[config.mk]
export PLATFORM = sky130hd
export DESIGN_NAME = systolic_deskew
export DESIGN_NICKNAME = d
export VERILOG_FILES = /design/src/rtl/systolic_pkg.sv /design/src/rtl/deskew_fifo.sv /design/src/rtl/systolic_deskew.sv
export SDC_FILE = /design/constraint.sdc
export NUM_CORES = 1
export LEC_CHECK = 0
export BUFFER_PORTS_ARGS = -buffer_cell sky130_fd_sc_hd__buf_2
export CAP_MARGIN = 25
export CORE_ASPECT_RATIO = 1.75
export CORE_UTILIZATION = 40
export DETAILED_ROUTE_END_ITERATION = 7
export PLACE_DENSITY = 0.61
export SLEW_MARGIN = 5
export SYNTH_ARGS = -nofsm -noshare
export SYNTH_HDL_FRONTEND = slang
export SYNTH_SLANG_ARGS = --single-unit
[constraint.sdc]
create_clock -name clock -period 4.5 [get_ports clock]
set_clock_uncertainty 0.15 [all_clocks]
set_input_delay 0.675 -clock clock [delete_from_list [all_inputs] [get_ports clock]]
set_output_delay 0.675 -clock clock [all_outputs]
set_load 0.03 [all_outputs]
[src/rtl/systolic_pkg.sv]
// Shared types and constants for the systolic output deskew block.
// Holds the lane-data type, the RUN/ERR state encoding and the stats counter width.
package systolic_pkg;

  localparam int LANE_W  = 8;
  localparam int STATS_W = 16;

  typedef logic [LANE_W-1:0] lane_data_t;

  typedef enum logic {
    ST_RUN = 1'b0,
    ST_ERR = 1'b1
  } state_t;

  // Upstream back-pressure point: leave room for the rows already in flight.
  function automatic int af_threshold(input int depth, input int lanes);
    return (depth - lanes < 1) ? 1 : depth - lanes;
  endfunction

endpackage

[src/rtl/deskew_fifo.sv]
// First-word-fall-through FIFO holding aligned rows; read data is zero while empty.
// A push is accepted when full only if a pop happens on the same edge.
module deskew_fifo #(
  parameter int WIDTH = 32,
  parameter int DEPTH = 4
) (
  input  logic                       clock,
  input  logic                       reset,
  input  logic                       i_push,
  input  logic                       i_pop,
  input  logic [WIDTH-1:0]           i_wdata,
  output logic [WIDTH-1:0]           o_rdata,
  output logic                       o_full,
  output logic                       o_empty,
  output logic [$clog2(DEPTH):0]     o_count
);

  localparam int AW = $clog2(DEPTH);
  localparam int CW = AW + 1;

  logic [WIDTH-1:0] r_mem [DEPTH];
  logic [AW-1:0]    r_wr_ptr;
  logic [AW-1:0]    r_rd_ptr;
  logic [CW-1:0]    r_count;
  logic             w_do_push;
  logic             w_do_pop;

  assign o_empty   = (r_count == '0);
  assign o_full    = (r_count == CW'(DEPTH));
  assign o_count   = r_count;
  assign w_do_pop  = i_pop & ~o_empty;
  assign w_do_push = i_push & (~o_full | w_do_pop);

  // NOTE: clocked state uses non-blocking assignments so every register samples pre-edge values.
  always_ff @(posedge clock or posedge reset) begin
    if (reset) begin
      r_wr_ptr <= '0;
      r_rd_ptr <= '0;
      r_count  <= '0;
    end else begin
      if (w_do_push) r_wr_ptr <= r_wr_ptr + 1'b1;
      if (w_do_pop)  r_rd_ptr <= r_rd_ptr + 1'b1;
      case ({w_do_push, w_do_pop})
        2'b10:   r_count <= r_count + 1'b1;
        2'b01:   r_count <= r_count - 1'b1;
        default: r_count <= r_count;
      endcase
    end
  end

  // NOTE: storage is not reset; the empty flag masks stale entries from the read port.
  always_ff @(posedge clock) begin
    if (w_do_push) r_mem[r_wr_ptr] <= i_wdata;
  end

  assign o_rdata = o_empty ? '0 : r_mem[r_rd_ptr];

endmodule

[src/rtl/systolic_deskew.sv]
// Realigns skewed systolic-array output lanes into whole rows and buffers them in a FIFO.
// Optional macro SYSTOLIC_DESKEW_STATS_EN adds a 16-bit popped-word counter (row_count).
module systolic_deskew
  import systolic_pkg::*;
#(
  parameter int LANES = 4,
  parameter int WIDTH = LANE_W,
  parameter int DEPTH = 4
) (
  input  logic                   clock,
  input  logic                   reset,
  input  logic [LANES-1:0]       in_valid,
  input  logic [LANES*WIDTH-1:0] in_data,
  output logic                   out_valid,
  input  logic                   out_ready,
  output logic [LANES*WIDTH-1:0] out_data,
  output logic                   almost_full,
  input  logic                   err_clr,
  output logic                   overflow_err,
  output logic                   skew_err
`ifdef SYSTOLIC_DESKEW_STATS_EN
  ,
  output logic [STATS_W-1:0]     row_count
`endif
);

  localparam int CW     = $clog2(DEPTH) + 1;
  localparam int AF_THR = af_threshold(DEPTH, LANES);

  logic [LANES-1:0]       w_al_valid;
  logic [LANES*WIDTH-1:0] w_al_data;
  logic                   w_row_full;
  logic                   w_row_mixed;
  logic                   w_pop;
  logic                   w_push;
  logic                   w_ovf_evt;
  logic                   w_fifo_full;
  logic                   w_fifo_empty;
  logic [CW-1:0]          w_count;
  state_t                 r_state;
  state_t                 w_state_nxt;
  logic                   r_ovf_err;
  logic                   r_skew_err;

  // Lane i waits LANES-1-i cycles so every lane of a row lines up with the last lane.
  for (genvar g = 0; g < LANES; g++) begin : g_lane
    localparam int D = LANES - 1 - g;
    if (D == 0) begin : g_direct
      assign w_al_valid[g]              = in_valid[g];
      assign w_al_data[g*WIDTH +: WIDTH] = in_data[g*WIDTH +: WIDTH];
    end else begin : g_delay
      logic [D-1:0]            r_v;
      logic [D-1:0][WIDTH-1:0] r_d;

      always_ff @(posedge clock or posedge reset) begin
        if (reset) begin
          r_v <= '0;
          r_d <= '0;
        end else begin
          r_v[0] <= in_valid[g];
          r_d[0] <= in_data[g*WIDTH +: WIDTH];
          for (int s = 1; s < D; s++) begin
            r_v[s] <= r_v[s-1];
            r_d[s] <= r_d[s-1];
          end
        end
      end

      assign w_al_valid[g]               = r_v[D-1];
      assign w_al_data[g*WIDTH +: WIDTH] = r_d[D-1];
    end
  end

  assign w_row_full  = &w_al_valid;
  assign w_row_mixed = (|w_al_valid) & ~w_row_full;
  assign w_pop       = out_valid & out_ready;
  assign w_ovf_evt   = w_row_full & w_fifo_full & ~w_pop;
  assign w_push      = w_row_full & (r_state == ST_RUN) & (~w_fifo_full | w_pop);

  deskew_fifo #(
    .WIDTH (LANES*WIDTH),
    .DEPTH (DEPTH)
  ) u_fifo (
    .clock   (clock),
    .reset   (reset),
    .i_push  (w_push),
    .i_pop   (w_pop),
    .i_wdata (w_al_data),
    .o_rdata (out_data),
    .o_full  (w_fifo_full),
    .o_empty (w_fifo_empty),
    .o_count (w_count)
  );

  assign out_valid   = ~w_fifo_empty;
  assign almost_full = (w_count >= CW'(AF_THR));

  always_ff @(posedge clock or posedge reset) begin
    if (reset) r_state <= ST_RUN;
    else       r_state <= w_state_nxt;
  end

  // NOTE: next-state gets a default before the case so no latch is inferred.
  always_comb begin
    w_state_nxt = r_state;
    case (r_state)
      ST_RUN: if (w_ovf_evt | w_row_mixed) w_state_nxt = ST_ERR;
      ST_ERR: if (err_clr & ~(w_ovf_evt | w_row_mixed)) w_state_nxt = ST_RUN;
    endcase
  end

  // A new error event on the clear edge wins over the clear.
  always_ff @(posedge clock or posedge reset) begin
    if (reset) begin
      r_ovf_err  <= 1'b0;
      r_skew_err <= 1'b0;
    end else if (err_clr) begin
      r_ovf_err  <= w_ovf_evt;
      r_skew_err <= w_row_mixed;
    end else begin
      r_ovf_err  <= r_ovf_err | w_ovf_evt;
      r_skew_err <= r_skew_err | w_row_mixed;
    end
  end

  assign overflow_err = r_ovf_err;
  assign skew_err     = r_skew_err;

`ifdef SYSTOLIC_DESKEW_STATS_EN
  logic [STATS_W-1:0] r_row_count;

  always_ff @(posedge clock or posedge reset) begin
    if (reset)      r_row_count <= '0;
    else if (w_pop) r_row_count <= r_row_count + 1'b1;
  end

  assign row_count = r_row_count;
`endif

endmodule
==> impl_metrics.ini, run 1 <==
[critical_path]
r2r_end = u_fifo.r_mem[0][26]
start_kind = flip-flop
r2r-start = u_fifo.o_count[0]
path_buf_inv = 2
cp.arrival_ns = 2.51
cp_top_family = flip-flops
slowest_delay_ns = 0.95
endpoint_kind = primary output
path_cells = buf_4 > mux4_2 > and2_1 > buf_2
crit_path_max_fanout = 28
r2r_slack_ns = 1.86
reg2reg_depth = 5
critPathSlowestCell = dfrtp_2
worstPathRequired_ns = 3.67
critical_path_class = reg -> out

[drt]
drc = 0
via_per_inst = 4.739
drtIter0Drc = 150
post_drt_wl_per_cell_um = 17.16
ant_nets = 0
dr_total_vias = 3014
dr.pass1.iters = 4
drt-total-wl_mm = 10.91

[floorplanning]
core_area_mm2 = 0.01652
die_y_um = 174.8
initial_core_util = 0.4129
die_w_um = 100.7
placementRows = 62
ioPinCount = 76
dieArea_mm2 = 0.01760

[clock_tree]
cts_made_buffers = 17
clkSlewWorstSetupHoldPaths_ns = 0.06
clk_path_buf_depth = 2
numClockSinks = 192
cts_tree = done
clock_latency_ns = 0.42
cts_setup_buffers = 0
htree_levels = 4
cts_root_buffer = clkbuf_16
ctsResizeCount = 0
cts_hold_buf = 0

[synth]
yosys_warnings = 0
yosysTopAreaCell = edfxtp_1
synth-compound-area-share = 0.004585
synth_seq_cells = 192
yosysUniqueCellTypes = 27
seq_area_frac_synth = 0.7981
synth-adder-area-share = 0.01650
synth_xor_area_frac = 0.007702
syn_nets = 360
synth_top_area_frac = 0.5634
synthMuxAreaShare = 0.1109
synth_area_mm2 = 0.006823
synth.area.top_cells = edfxtp_1 (56%), dfrtp_1 (23%), mux4_2 (9.2%)
synth_top_family_by_area = multiplexers
synth.avg_cell_area_um2 = 21.94
synth_simple_gate_area_frac = 0.04291
synth_cells = 311

[sta]
hold_viol = 0
whs_ns = 0.09376
finalCriticalPeriod_ns = 3.337
timing.slew.headroom = 0.3950
setup_viol = 0
tns_ns = 0
slew_violations = 0
setup_ws_ns = 1.163
tightest_slew_ns = 0.9075
period_share = 0.7415
max_freq_mhz = 299.7
rsz0062_at_grt = false

[cells_and_area]
finalNonFillerCells = 636
design_area_mm2 = 0.007994
final_core_util = 0.4838
final_nets = 448
drive_above_1_share = 0.3544
synthToLayoutAreaGrowth_pct = 17.16
n_antenna_cell = 0

[global_route]
grt_first_pass_wirelength_mm = 17.29
antenna_found_initial = 0
grt_max_degree = 46
grt-ovfl-total = 0
grt_util_all_layers = 0.1380
grt_pass1_vias = 3341

[place]
pre_cts_ws_ns = 1.486
gp_congestion = 0.6611
placed_cell_area_mm2 = 0.007415
dp_hpwl_mm = 6.704
dp.cells = 603
port_buffers = 75

[power]
p_leak_nw = 2.984
power_mw = 4.788
power.density_mw_per_mm2 = 599.0
ir_drop_mv = 0.2572

[outcome]
status = completed

[hold_path]
min_path_type = in -> async

[flow_run]
drv_cap = 0
## power breakdown
group,internal [mW],total (mW),switching (mW),leakage (nW)
Clock,0.792,1.41,0.622,0.284
Sequential,1.94,2.11,0.170,1.89
Combinational,0.556,1.26,0.708,0.808
## synthesized netlist by cell type
| cell type | instances |
|---|---|
| mux2i_1 | 1 |
| and2_1 | 37 |
| o2bb2ai_1 | 2 |
| xnor2_1 | 4 |
| mux4_2 | 28 |
| nand4_1 | 1 |
| nand2_1 | 1 |
| mux2_2 | 1 |
| nand2b_1 | 1 |
| o21ai_0 | 1 |
| mux4_1 | 4 |
| buf_6 | 1 |
| a22o_1 | 1 |
| and3b_1 | 1 |
| nand3_1 | 1 |
| dfrtp_1 | 64 |
| xor2_1 | 2 |
| clkbuf_1 | 4 |
| edfxtp_1 | 128 |
| nor4_1 | 1 |
| ha_1 | 9 |
| buf_12 | 3 |
| nor2_1 | 2 |
| or4_1 | 1 |
| buf_2 | 3 |
| inv_1 | 8 |
| nor3_2 | 1 |
## per-layer routing
layer / vias to the layer above / routed length (um) / global-route usage
met1: 1562 / 4196 / 0.1504
met5: - / 0 / 0
met4: 0 / 344 / 0.08333
li1: 1362 / - / -
met2: 69 / 5962 / 0.2383
met3: 21 / 410 / 0.03480
## sequential cells by signal (all words and copies together) (netlist names)
register / cells
u_fifo.o_count: 3
u_fifo.r_wr_ptr: 2
r_state: 1
u_fifo.r_rd_ptr: 2
skew_err: 1
g_lane.g_delay.r_v: 6
g_lane.g_delay.r_d: 48
u_fifo.r_mem: 128
overflow_err: 1
## layout make-up
cell class                      count  area [um^2]
Timing Repair Buffer               80        420.4
Sequential cell                   192         5448
Multi-Input combinational cell    100         1251
Tap cell                          224        280.3
Clock inverter                     10        67.56
Clock buffer                       22        496.7
Fill cell                        1375         8529
Inverter                            8        30.03
## cell usage in the layout (no fill, tap or decap), types with 2 or more instances in the layout
master and n:
clkinv_2 2, buf_4 4, o2bb2ai_1 2, and2_1 33
inv_6 3, nor2_1 2, clkbuf_16 19, mux4_2 28
inv_1 7, ha_1 9, inv_4 3, and2_2 4
buf_2 75, dfrtp_2 2, xor2_1 2, clkbuf_1 2
xnor2_1 4, dfrtp_1 62, edfxtp_1 128, mux4_1 4
## worst reg2reg max path, cell delays in order, from the launching register on
cell and delay, ns:
dfrtp_1 0.42, inv_1 0.09, ha_1 0.21, and3b_1 0.23, nor3_2 0.33, and2_2 0.83
## cell families after synthesis
kind of cell	count (synthesis)
flip-flops	192
multiplexers	34
AO/OA/AOI/OAI	4
adder cells (fa/ha/maj)	9
AND/OR/NAND/NOR	47
XOR/XNOR	6
buffers and inverters	19
## how the worst max path moves through the flow
stage / from / endpoint / depth (start not counted)
3_5_place_dp: u_fifo.r_rd_ptr[0] / out_data[14] / 4
3_3_place_gp: u_fifo.r_rd_ptr[0] / out_data[14] / 4
4_1_cts: u_fifo.r_rd_ptr[0] / out_data[14] / 4
5_1_grt: u_fifo.r_rd_ptr[0] / out_data[14] / 4
2_1_floorplan: in_valid[3] / u_fifo.r_mem[0][0] / 3
6_report: u_fifo.r_rd_ptr[0] / out_data[7] / 4
No activity file was read; power rests on OpenSTA's default activity.
==> run 2, diff against run 1 <==
- ABC_AREA: default -> 1
- clock period: 4.5 -> 3.4 ns (I/O delays scaled with it)
==> run 2 against run 1 <==
Worst hold slack lost 0.071 ns. Register-to-register slack got worse by 1.1 ns. Flip-flop and latch count stayed put. Final cell count is 53% higher. Combinational power up 75%. Setup slack got worse by 0.64 ns. Sequential share of layout area is 5.5 points lower. Critical path type unchanged. Largest cell class unchanged.
==> impl_metrics.ini, run 2 <==
[outcome]
status = completed

[clock_tree]
ctsResizeCount = 0
htree_levels = 4
cts_root_buffer = clkbuf_16
clkSlewWorstSetupHoldPaths_ns = 0.07
cts_tree = done
cts_made_buffers = 17
cts_hold_buf = 0
cts_setup_buffers = 0
numClockSinks = 192
clk_path_buf_depth = 2
clock_latency_ns = 0.43

[drt]
dr.pass1.iters = 5
post_drt_wl_per_cell_um = 14.55
drtIter0Drc = 241
drc = 0
dr_total_vias = 4480
via_per_inst = 4.619
ant_nets = 0
drt-total-wl_mm = 14.12

[synth]
synth_edf_count = 128
synth.most_common_cell = nand2_1
yosysUniqueCellTypes = 22
synth_seq_cells = 192
synth_area_mm2 = 0.007422
synth_ff_type = edfxtp_1
yosys_warnings = 0
synth.area.top_cells = edfxtp_1 (52%), dfrtp_1 (22%), nand2_1 (7.5%)
synth.avg_cell_area_um2 = 11.53
synth_cells = 644
yosysTopAreaCell = edfxtp_1
netlist_top_cells_count = nand2_1 (148), edfxtp_1 (128), inv_1 (106)
seq_area_frac_synth = 0.7336
syn_nets = 693
synth_top_area_frac = 0.5179
synthArstFlopShare = 0.3333

[global_route]
grt_pass1_vias = 4743
grt-ovfl-total = 0
antenna_found_initial = 0
grt_util_all_layers = 0.1613
grt_max_degree = 53
grt_first_pass_wirelength_mm = 22.98

[sta]
tns_ns = 0
timing.slew.headroom = 0.5266
finalCriticalPeriod_ns = 2.879
period_share = 0.8469
max_freq_mhz = 347.3
tightest_slew_ns = 0.7090
hold_viol = 0
rsz0062_at_grt = false
setup_viol = 0
slew_violations = 0

[critical_path]
critical_path_class = reg -> out
endpoint_kind = primary output
start_kind = flip-flop
path_cells = inv_2 > buf_12 > nand2_1 > nand3_1 > a21oi_1 > buf_2
critPathSlowestCell = dfrtp_2
crit_path_max_fanout = 52
cp.arrival_ns = 2.22
cp_top_family = buffers and inverters
path_buf_inv = 3
slowest_delay_ns = 0.64
worstPathRequired_ns = 2.74

[cells_and_area]
synthToLayoutAreaGrowth_pct = 17.16
final_nets = 772
nFillCells = 1589
largest_registers = u_fifo.r_mem (128), g_lane.g_delay.r_d (48), g_lane.g_delay.r_v (6)
final_core_util = 0.4795
layout_commonest_cell = nand2_1
regMostFlops = u_fifo.r_mem
layout_common_cells = nand2_1 (148), edfxtp_1 (128), inv_1 (105)
n_antenna_cell = 0
largest_register_ffs = 128
drive_above_1_share = 0.1997

[floorplanning]
die_y_um = 182.2
initial_core_util = 0.4092
core_area_mm2 = 0.01814
placementRows = 65
ioPinCount = 76
die_w_um = 105.0
dieArea_mm2 = 0.01913

[power]
p_leak_nw = 3.839
power.density_mw_per_mm2 = 789.5
ir_drop_mv = 0.3920

[place]
port_buffers = 75
dp_hpwl_mm = 8.801
gp_congestion = 0.8017

[flow_run]
drv_cap = 0

[hold_path]
min_path_type = in -> async
run 2: logic make-up after synthesis:
family,Yosys count,share of synthesized area
AND/OR/NAND/NOR,231,0.1308
flip-flops,192,0.7336
buffers and inverters,174,0.09322
XOR/XNOR,3,0.003541
AO/OA/AOI/OAI,35,0.02360
adder cells (fa/ha/maj),9,0.01517
run 2: final cells by class:
| type | instances | area [um^2] | area share |
|---|---|---|---|
| Clock inverter | 15 | 176.4 | 0.02029 |
| Multi-Input combinational cell | 278 | 1315 | 0.1512 |
| Tap cell | 234 | 292.8 | 0.03367 |
| Clock buffer | 17 | 425.4 | 0.04892 |
| Sequential cell | 192 | 5448 | 0.6265 |
| Timing Repair Buffer | 84 | 467.9 | 0.05381 |
| Inverter | 150 | 570.5 | 0.06561 |
run 2: worst paths after layout:
check | startpoint | end | slack, ns | cells after the start
max in group asynchronous | reset | u_fifo.r_rd_ptr[1] | 2.30 | 3
min in group clock | in_data[9] | g_lane[1].g_delay.r_d[1] | 0.03 | 1
setup reg to reg | u_fifo.o_count[0] | u_fifo.r_mem[1][22] | 0.79 | 6
hold / removal | reset | g_lane[0].g_delay.r_d[2] | 0.02 | 2
hold reg to reg | g_lane[0].g_delay.r_d[15] | g_lane[0].g_delay.r_d[23] | 0.20 | 0
setup / recovery | u_fifo.r_rd_ptr[0] | out_data[0] | 0.52 | 6
run 2: per-layer routing:
| metal | vias up | global-route usage | wire length [um] |
|---|---|---|---|
| met5 | - | 0 | 0 |
| met3 | 27 | 0.03464 | 586 |
| met4 | 0 | 0.08225 | 359 |
| met2 | 100 | 0.3150 | 8020 |
| met1 | 2177 | 0.1556 | 5152 |
| li1 | 2176 | - | - |
run 2: metrics by stage:
stage / setup WS, ns / cells / total power [mW] / instance area, um^2 / hold WS [ns]
after floorplan: 0.4298 / 644 / 4.313 / 7422 / 0.1812
after global placement: 0.8251 / 938 / 4.911 / 8094 / 0.1817
after detailed placement: 0.7560 / 938 / 4.956 / 8094 / 0.1847
after CTS: 0.4752 / 970 / 6.939 / 8696 / 0.01878
after global routing: 0.3593 / 970 / 7.221 / 8696 / 0.01471
final: 0.5205 / 970 / 6.865 / 8696 / 0.02316
run 2: power by group:
group / internal (mW) / total [mW] / leakage (nW) / switching (mW)
Clock: 1.11 / 1.99 / 0.290 / 0.882
Sequential: 2.57 / 2.66 / 1.90 / 0.0983
Combinational: 0.610 / 2.21 / 1.65 / 1.60
Total: 4.29 / 6.87 / 3.84 / 2.58
